File: config.mk
export PLATFORM = sky130hd
export DESIGN_NAME = aes_stream_wrapper
export DESIGN_NICKNAME = d
export VERILOG_FILES = /design/src/rtl/aes_stream_wrapper.sv
export SDC_FILE = /design/constraint.sdc
export NUM_CORES = 1
export LEC_CHECK = 0
export CAP_MARGIN = 30
export CORE_ASPECT_RATIO = 1.4
export CORE_UTILIZATION = 35
export DETAILED_ROUTE_END_ITERATION = 8
export GPL_TIMING_DRIVEN = 0
export PLACE_DENSITY = 0.65
export SLEW_MARGIN = 20
export SYNTH_ARGS = -nofsm -noshare
export SYNTH_HDL_FRONTEND = slang
export SYNTH_SLANG_ARGS = --single-unit
File: constraint.sdc
create_clock -name clk -period 3.5 [get_ports clk]
set_input_delay 0.35 -clock clk [delete_from_list [all_inputs] [get_ports clk]]
set_output_delay 0.35 -clock clk [all_outputs]
set_load 0.05 [all_outputs]
File: src/rtl/aes_stream_wrapper.sv
// Packs a 32-bit word stream into AES-128 blocks, tracks them through the fixed-latency core, unpacks ciphertext.
// Latency: the last input word to the first output word is CORE_LAT+1 cycles (issue edge + CORE_LAT edges to buffer write).
// Backpressure: the core cannot stall, so the 4th word of a block is held off (s_ready=0) until a buffer credit is free.
//
// Ports:
//   clk, rst_n                    clock (rising edge) and asynchronous active-low reset
//   key_in, key_load              cipher key and its one-cycle load strobe (honoured only when idle)
//   key_busy, key_err             key settling (input stalled) / sticky rejected-load flag
//   s_data, s_valid, s_ready      32-bit input word stream, valid/ready handshake
//   m_data, m_valid, m_ready      32-bit output word stream, valid/ready handshake
//   core_data_in, core_key        registered plaintext block and key to the AES core
//   core_data_out                 ciphertext block from the AES core
module aes_stream_wrapper #(
    parameter int CORE_LAT = 10,
    parameter int KEY_LAT  = 10,
    parameter int DEPTH    = 4
) (
    input  logic         clk,
    input  logic         rst_n,
    input  logic [0:127] key_in,
    input  logic         key_load,
    output logic         key_busy,
    output logic         key_err,
    input  logic [0:31]  s_data,
    input  logic         s_valid,
    output logic         s_ready,
    output logic [0:31]  m_data,
    output logic         m_valid,
    input  logic         m_ready,
    output logic [0:127] core_data_in,
    output logic [0:127] core_key,
    input  logic [0:127] core_data_out
);

    localparam int CW = $clog2(DEPTH + 1);
    localparam int PW = (DEPTH > 1) ? $clog2(DEPTH) : 1;
    localparam int KW = $clog2(KEY_LAT + 1);

    localparam logic [CW-1:0] CREDIT_MAX = CW'(DEPTH);
    localparam logic [PW-1:0] PTR_LAST   = PW'(DEPTH - 1);
    localparam logic [KW-1:0] KEY_CNT    = KW'(KEY_LAT);

    // Input packer state: words 0..2 are staged, word 3 goes straight into core_data_in.
    logic [1:0]          wcnt;
    logic [0:95]         stage;

    // Credits cover both in-flight tags and buffered blocks, so a block is only
    // issued when the buffer is guaranteed to have room when it emerges.
    logic [CW-1:0]       credit;
    logic [CORE_LAT-1:0] tag;

    // Output block buffer and unpacker state.
    logic [0:127]        buf_mem [DEPTH];
    logic [PW-1:0]       wptr;
    logic [PW-1:0]       rptr;
    logic [CW-1:0]       fcnt;
    logic [1:0]          rcnt;
    logic [0:127]        head;

    // Key settle down-counter.
    logic [KW-1:0]       kcnt;

    logic idle;
    logic key_accept;
    logic s_fire;
    logic issue;
    logic buf_wr;
    logic m_fire;
    logic pop;

    assign idle       = (wcnt == 2'd0) && (credit == '0);
    assign key_busy   = (kcnt != '0);
    assign key_accept = key_load && idle && !key_busy;

    // A key load that lands while idle wins over an input word in the same cycle.
    assign s_ready = !key_busy && !(key_load && idle) &&
                     ((wcnt != 2'd3) || (credit < CREDIT_MAX));
    assign s_fire  = s_valid && s_ready;
    assign issue   = s_fire && (wcnt == 2'd3);

    // The tag that entered with a block reaches the last stage exactly when
    // the core presents that block's ciphertext.
    assign buf_wr  = tag[CORE_LAT-1];

    assign m_valid = (fcnt != '0);
    assign m_fire  = m_valid && m_ready;
    assign pop     = m_fire && (rcnt == 2'd3);

    assign head    = buf_mem[rptr];
    assign m_data  = head[{rcnt, 5'd0} +: 32];

    always_ff @(posedge clk or negedge rst_n) begin
        if (!rst_n) begin
            wcnt         <= '0;
            stage        <= '0;
            core_data_in <= '0;
            core_key     <= '0;
            credit       <= '0;
            tag          <= '0;
            wptr         <= '0;
            rptr         <= '0;
            fcnt         <= '0;
            rcnt         <= '0;
            kcnt         <= '0;
            key_err      <= 1'b0;
            for (int i = 0; i < DEPTH; i++) begin
                buf_mem[i] <= '0;
            end
        end else begin
            tag <= {tag[CORE_LAT-2:0], issue};

            if (s_fire) begin
                if (wcnt == 2'd3) begin
                    core_data_in <= {stage, s_data};
                end else begin
                    stage[{wcnt, 5'd0} +: 32] <= s_data;
                end
                wcnt <= wcnt + 2'd1;
            end

            if (issue && !pop) begin
                credit <= credit + CW'(1);
            end else if (!issue && pop) begin
                credit <= credit - CW'(1);
            end

            if (buf_wr) begin
                buf_mem[wptr] <= core_data_out;
                wptr          <= (wptr == PTR_LAST) ? '0 : wptr + PW'(1);
            end

            if (m_fire) begin
                rcnt <= rcnt + 2'd1;
                if (rcnt == 2'd3) begin
                    rptr <= (rptr == PTR_LAST) ? '0 : rptr + PW'(1);
                end
            end

            if (buf_wr && !pop) begin
                fcnt <= fcnt + CW'(1);
            end else if (!buf_wr && pop) begin
                fcnt <= fcnt - CW'(1);
            end

            if (key_accept) begin
                core_key <= key_in;
                kcnt     <= KEY_CNT;
            end else if (kcnt != '0) begin
                kcnt <= kcnt - KW'(1);
            end

            if (key_load && !key_accept) begin
                key_err <= 1'b1;
            end
        end
    end

endmodule
# Yosys cells after proc, flatten, opt, wreduce, memory -nomap -nowiden
# Cells that the tools add are included.
# classes
addsub	10
magnitude_cmp	4
n_eq_ne	5
n_shift	3
n_mux	15
n_bitwise	5
n_reduce_logical	32
# ops
operator	count
512-bit bitwise mux	1
128-bit two-way mux	3
128-bit binary-select mux with 2-bit select	1
128-bit demux with 2-bit select	1
128-bit by 8-bit indexed part select with 129-bit output	1
97-bit by 9-bit variable shift with 96-bit output (first input constant)	1
97-bit by 9-bit indexed part select with 96-bit output	1
96-bit bitwise mux	1
7-bit inverter with 8-bit output	2
1-bit logical AND	15
3-bit two-way mux	4
8-bit negator with 9-bit output	1
2-bit by 1-bit adder with 2-bit output (second input constant)	4
2-bit == test (second input constant)	4
4-bit two-way mux	2
3-bit by 1-bit adder with 3-bit output (second input constant)	2
3-bit >= comparator (second input constant)	2
1-bit logical NOT	6
2-bit inverter with 3-bit output	2
2-bit AND reduction	3
2-bit nonzero test	3
3-bit by 1-bit subtractor with 3-bit output (second input constant)	2
2-bit two-way mux	2
4-bit nonzero test	1
other kinds (9)	9
# totals
ff_bits	893
word_cells	90

# Longest topological paths before layout
# Gate-level depths: netlist of the first run.
# logic_depth
depth_word	12
mapped_depth	14

# Worst setup path after synthesis of the first run
# Ideal clock, no wire load.
# synth_timing
kind	flip-flop to flip-flop
startpoint	register kcnt[0]
endpoint	register credit[2]
setup_time_ns	0.079
t_arrival_ns	2.682
required_time_ns	3.421
setup_slack_ns	0.739
path_stages_with_launch	14
path_buffers	1
path_cell_list	dfrtp_1 -> inv_1 -> ha_1 -> nor3b_4 -> o21ai_2 -> or3_1 -> buf_2 -> inv_1 -> ha_1 -> inv_1 -> fa_1 -> xor2_1 -> nor2_1 -> xor2_1
# synth_via
elab_chain_len	9
# synth_rtl
element	line	text
from (decl)	61	logic [KW-1:0] kcnt;
from (signal assigned)	149	kcnt <= kcnt - KW'(1);
4-bit nonzero test *	72	assign key_busy = (kcnt != '0);
1-bit logical NOT *	76	assign s_ready = !key_busy && !(key_load && idle) &&
1-bit logical AND * (2 in series)	76	
1-bit logical AND *	78	assign s_fire = s_valid && s_ready;
1-bit logical AND *	79	assign issue = s_fire && (wcnt == 2'd3);
named net issue	66	logic issue;
1-bit logical NOT	123	end else if (!issue && pop) begin
1-bit logical AND	123	
2-bit nonzero test (no line)	-	
to (signal assigned)	122	credit <= credit + CW'(1);
to (signal assigned)	124	credit <= credit - CW'(1);
to (decl)	49	logic [CW-1:0] credit;
# The timed path passes the listed nets; every way through them passes the cells marked *.
# A chain may end at the register's enable or synchronous reset.

# Worst setup path in the final report of the first run
# layout_timing
startpoint	register rcnt[1]
endpoint	output m_data[15] (netlist bit)
# layout_via
elab_chain_len	2
# layout_rtl
element	line	text
from (decl)	57	logic [1:0] rcnt;
from (signal assigned)	133	rcnt <= rcnt + 2'd1;
7-bit inverter with 8-bit output (implied by the code)	90	assign m_data = head[{rcnt, 5'd0} +: 32];
128-bit by 8-bit indexed part select with 129-bit output	90	
to (decl)	27	output logic [0:31] m_data,
# Every way passes these cells.

==> results of run 1 <==
[logic make-up after synthesis]
group | synth area share, %
simple gates | 2.68
compound gates | 2.89
mux | 31.3
buf+inv | 2.05
flops | 60.3
xor+xnor | 0.213
fa+ha+maj | 0.581
[worst paths after layout]
path / from / endpoint / slack (ns) / cells past startpoint
setup reg to reg: kcnt[1] / credit[2] / 0.34 / 13
hold reg to reg: tag[7] / tag[8] / 0.35 / 0
min in group asynchronous: rst_n / buf_mem[442] / 0.28 / 2
hold / removal: key_in[76] / core_key[76] / 0.27 / 2
max in group asynchronous: rst_n / stage[79] / 1.03 / 5
setup / recovery: rcnt[1] / m_data[15] / 0.15 / 6
[final cells by class]
cell class / instances / area, um^2 / area share (%)
Timing Repair Buffer: 596 / 6010 / 12.5
Sequential cell: 893 / 22300 / 46.6
Buffer: 156 / 830 / 1.73
Tap cell: 1349 / 1690 / 3.52
Multi-Input combinational cell: 1356 / 14000 / 29.3
Clock buffer: 137 / 2640 / 5.51
Antenna cell: 3 / 7.51 / 0.0157
Clock inverter: 31 / 309 / 0.645
Inverter: 12 / 45.0 / 0.0940
[per-layer routing]
metal  vias up  GRT usage, %  share of wire [%]
li1      10109             -                  -
met5         -             0              0.038
met2       580          35.2                 53
met3       138          4.98                6.1
met1     11972          22.6                 39
met4         6          6.06                2.5
[critical path, stage by stage, from the launching register on]
cell and delay, ns:
dfrtp_1 0.43, nor2b_1 0.15, clkbuf_1 0.27, clkbuf_1 0.61, a22oi_1 0.21, nand2_1 0.11, dlygate4sd2_1 0.53
[sequential cells by signal (all words and copies together) (netlist names)]
register	flops
credit	3
tag	10
core_key	128
wcnt	2
key_err	1
rcnt	2
stage	96
wptr	2
kcnt	4
buf_mem	512
rptr	2
fcnt	3
core_data_in	128
[what timing repair did]
| item | CTS | global route |
|---|---|---|
| pin swaps | 1 | 0 |
| endpoints found under the hold margin | 118 | 0 |
| hold buffers | 1 | 0 |
| resized for setup | 111 | 54 |
| endpoints found under the setup margin | 32 | 32 |
[power by group through the flow]
| stage | Clock, mW | Combinational [mW] | Sequential [mW] |
|---|---|---|---|
| 2_1_floorplan | 0 | 3.06 | 15.5 |
| 3_3_place_gp | 0 | 9.28 | 12.9 |
| 3_5_place_dp | 0 | 9.39 | 12.9 |
| 4_1_cts | 9.95 | 9.35 | 12.7 |
| 5_1_grt | 10.3 | 9.75 | 12.9 |
| 6_report | 9.64 | 9.26 | 12.7 |
[per-stage QoR]
| stage | hold slack (ns) | utilization [%] | total power [mW] | worst slack, ns | instances |
|---|---|---|---|---|---|
| floorplan | 0.0544 | - | 18.6 | 0.739 | 2418 |
| global placement | 0.338 | 42.7 | 22.2 | -39.63 | 4351 |
| detailed placement | 0.336 | 42.9 | 22.3 | -0.460 | 4360 |
| CTS | 0.189 | 45.9 | 32.0 | -0.0577 | 4529 |
| global route | 0.230 | 45.9 | 33.0 | 0.00803 | 4530 |
| finish | 0.271 | 45.9 | 31.6 | 0.148 | 4533 |
[Yosys cell counts (12+ instances only)]
library cell  instances  share of area (%)
mux2_2              663                 20
clkbuf_1            108                1.1
mux4_2              128                7.8
inv_1                12               0.12
ha_1                 14               0.47
buf_2                26               0.35
mux2_1              110                3.3
nand2_1             233                2.4
o21ai_0              99                1.3
a22oi_1              64                1.3
buf_6                12               0.36
dfrtp_1             893                 60
==> impl_metrics.yaml, run 1 <==
logic_synthesis:
  synth_seq_cells: 893
  yosysSeqAreaShare_pct: 60.3
  syn-num-nets: 2727
  syn_avg_cell_area_um2: 15.3
  async_reset_ff_share_pct: 100
  synth_flop_cell: "dfrtp_1"
  synth-edff-count: 0
  synthesis.area_mm2: 0.0371
  synth_cell_types: 32
  synthCells: 2418
  synth-warning-count: 0
sta:
  tightest_slew_ns: 0.930
  fin_crit_sh_pct: 95.8
  finalClockSkew_ns: 0.0446
  final-max-slew-violation-count: 0
  period_needed_ns: 3.35
  rsz0062_at_grt: "no"
  final.setup.tns_ns: 0
  setup_violations: 0
  timing.slew.headroom_pct: 38.0
  final-hold-violation-count: 0
  fmax_ghz: 0.298
global_routing:
  gr-total-overflow: 0
  grt_pass1_vias: 24906
  grt_pass1_wl_mm: 159
  grt_max_degree: 136
  grt_use_total_pct: 19.6
  antenna_found_initial: 8
floorplan:
  die_w_um: 277
  dieArea_mm2: 0.107
  core-area_mm2: 0.104
  start_util_pct: 35.5
  dieHeight_um: 387
  num_rows: 140
  ios: 585
final_layout:
  syn2layout_area_growth_pct: 29.3
  layout_common_cells: "dfrtp_1 (893), mux2_2 (663), clkdlybuf4s50_1 (550)"
  nNetsFinal: 3416
  drive_gt1_share_pct: 33.0
  layout_commonest_cell: "dfrtp_1"
  fin_area_mm2: 0.0479
  fillCellCount: 9357
critical_path:
  path_class: "reg -> out"
  cp_max_fo: 10
  cp.arrival_ns: 3.00
  crit_required_ns: 3.15
  crit_path_start_kind: "flip-flop"
  crit_path_end_kind: "output pin"
cts:
  clk_latency_ns: 0.69
  clkTransAtPathRegs_ns: 0.07
  cts_sinks: 893
  cts_max_level: 3
  clk_path_buf_depth: 3
  root_buffer: "clkbuf_16"
  post_cts_buffers: 0
  cts_tree: "built"
  numCtsBuffers: 92
job:
  maxCapViolations: 0
routing:
  ant_nets: 0
  viasPerCell: 5.03
  wirelength_mm: 103
  firstDrtPassIters: 5
  wl_per_cell_um: 22.8
  drc: 0
  via_count: 22805
  first_iter_violations: 926
power_and_ir_drop:
  peakVddDrop_v: 0.000541
  p_sw_mw: 11.0
  p_sw_share_pct: 34.7
  cellLeakagePower_nw: 20.4
  power_frac_comb_pct: 29.3
  seq_power_share_pct: 40.2
  power_frac_clock_pct: 30.5
  power_density_mw_per_mm2: 660
  intPower_mw: 20.7
place:
  port_buffers: 584
  dp_hpwl_mm: 75.7
  post_dp_cell_area_mm2: 0.0448
  gp_congestion: 0.823
min_path:
  hold_class: "in -> reg"
status:
  status: "completed"
Note: power is estimated with default switching activity, not from simulation.
==> run 2, diff against run 1 <==
Settings changed: CORE_MARGIN set to 2.
==> impl_metrics.yaml, run 2 (synthesis gave the netlist of run 1 again) <==
critical_path:
  crit_path_start_kind: "flip-flop"
  path_buf_inv: 4
  cp_max_fo: 10
  r2r_cells: 13
  path_class: "reg -> out"
  cp_top_family: "buffers and inverters"
  crit_cells: 7
  rr_startpoint: "kcnt[0]"
  cp.arrival_ns: 3.15
  critPathMaxStageDelay_ns: 0.55
  crit_required_ns: 3.15
  crit_chain: "clkbuf_1 -> clkbuf_8 -> buf_6 -> mux4_2 -> a22oi_1 -> nand2_1 -> dlygate4sd2_1"
  crit_start: "rptr[0]"
  crit_path_end_kind: "output pin"
  cpMaxStageDelayCell: "mux4_2"
final_layout:
  syn2layout_area_growth_pct: 29.7
  largestRegisters: "buf_mem (512), core_data_in (128), core_key (128)"
  layout_commonest_cell: "dfrtp_1"
  nNetsFinal: 3416
  instances_no_fill: 4536
  finish.utilization_pct: 45.6
  layout_common_cells: "dfrtp_1 (893), mux2_2 (663), clkdlybuf4s50_1 (551)"
  drive_gt1_share_pct: 32.9
  largest_reg_flops: 512
  largest-register: "buf_mem"
  diodes: 0
  fin_area_mm2: 0.0481
routing:
  ant_nets: 0
  wl_per_cell_um: 22.9
  wirelength_mm: 104
  drc: 0
  firstDrtPassIters: 5
  viasPerCell: 5.00
  first_iter_violations: 914
  via_count: 22697
place:
  post_dp_cell_area_mm2: 0.0449
  gp_congestion: 0.815
  port_buffers: 584
  dp_hpwl_mm: 76.5
  place.detailed.instances: 4372
  preCtsSetupSlack_ns: -0.412
sta:
  setup_slack_ns: 0.00363
  hold_slack_ns: 0.241
  tightest_slew_ns: 0.934
  timing.slew.headroom_pct: 37.8
  rsz0062_at_grt: "yes"
  final-max-slew-violation-count: 0
  setup_violations: 0
  final.setup.tns_ns: 0
  final-hold-violation-count: 0
  finalClockSkew_ns: 0.0215
  period_needed_ns: 3.50
  fmax_ghz: 0.286
  fin_crit_sh_pct: 99.9
floorplan:
  start_util_pct: 35.2
  num_rows: 141
  ios: 585
  dieHeight_um: 389
  core-area_mm2: 0.105
  dieArea_mm2: 0.109
  die_w_um: 279
cts:
  cts_max_level: 3
  cts_sinks: 893
  numCtsBuffers: 90
  post_cts_buffers: 0
  clk_latency_ns: 0.67
  cts_tree: "built"
  clk_path_buf_depth: 3
  root_buffer: "clkbuf_16"
  clkTransAtPathRegs_ns: 0.06
job:
  maxCapViolations: 0
global_routing:
  antenna_found_initial: 10
  grt_use_total_pct: 19.2
  gr-total-overflow: 0
  grt_pass1_wl_mm: 158
  grt_pass1_vias: 25157
  grt_max_degree: 131
power_and_ir_drop:
  peakVddDrop_v: 0.000526
  cellLeakagePower_nw: 20.5
  power_density_mw_per_mm2: 667
  power_mw: 32.1
status:
  status: "completed"
min_path:
  hold_class: "in -> async"
## run 2: cell types whose count changed in the layout (fill, tap and decap cells not counted), moves of 2 or more
cell             previous run  this run
clkbuf_1                  116       108
bufinv_16                   1         8
a22oi_1                    45        51
a22oi_2                    19        13
buf_2                      27        21
dlygate4sd2_1               9        13
buf_4                       3         6
clkbuf_2                   24        27
diode_2                     3         0
clkbuf_4                    5         3
clkbuf_8                   17        19
clkdlybuf4s15_2             6         4
## run 2: power by group
part | internal [mW] | leakage (nW) | switching [mW]
combinational | 3.41 | 7.94 | 5.81
sequential | 11.9 | 11.0 | 0.830
clock | 5.85 | 1.52 | 4.28
total | 21.1 | 20.5 | 10.9
## run 2: final timing paths
| kind | endpoint | slack (ns) |
|---|---|---|
| worst max register to register | credit[2] | 0.32 |
| max in group asynchronous | core_key[96] | 1.19 |
| worst min-delay path | buf_mem[282] | 0.24 |
| worst max-delay path | m_data[13] | 0.004 |
| min in group clk | core_key[49] | 0.28 |
| worst min register to register | tag[8] | 0.34 |
## run 2: routing by layer
metal / track usage (%) / vias to the layer above / share of wire, %
met5: 0 / - / 0.091
li1: - / 10097 / -
met2: 35.3 / 590 / 53
met3: 5.77 / 137 / 7.2
met1: 21.1 / 11859 / 37
met4: 5.92 / 14 / 2.3
## run 2: area by class of cell
cell class	instances	area [um^2]
Multi-Input combinational cell	1356	14000
Clock buffer	129	2620
Timing Repair Buffer	597	6030
Clock inverter	34	477
Fill cell	9443	57300
Buffer	157	832
Sequential cell	893	22300
Inverter	12	45.0
Tap cell	1358	1700
## run 2: timing repair
item	4_1_cts	5_1_grt
pin swaps	1	0
endpoints found under the hold margin	74	0
hold buffers	1	0
endpoints found under the setup margin	32	26
resized for setup	98	42
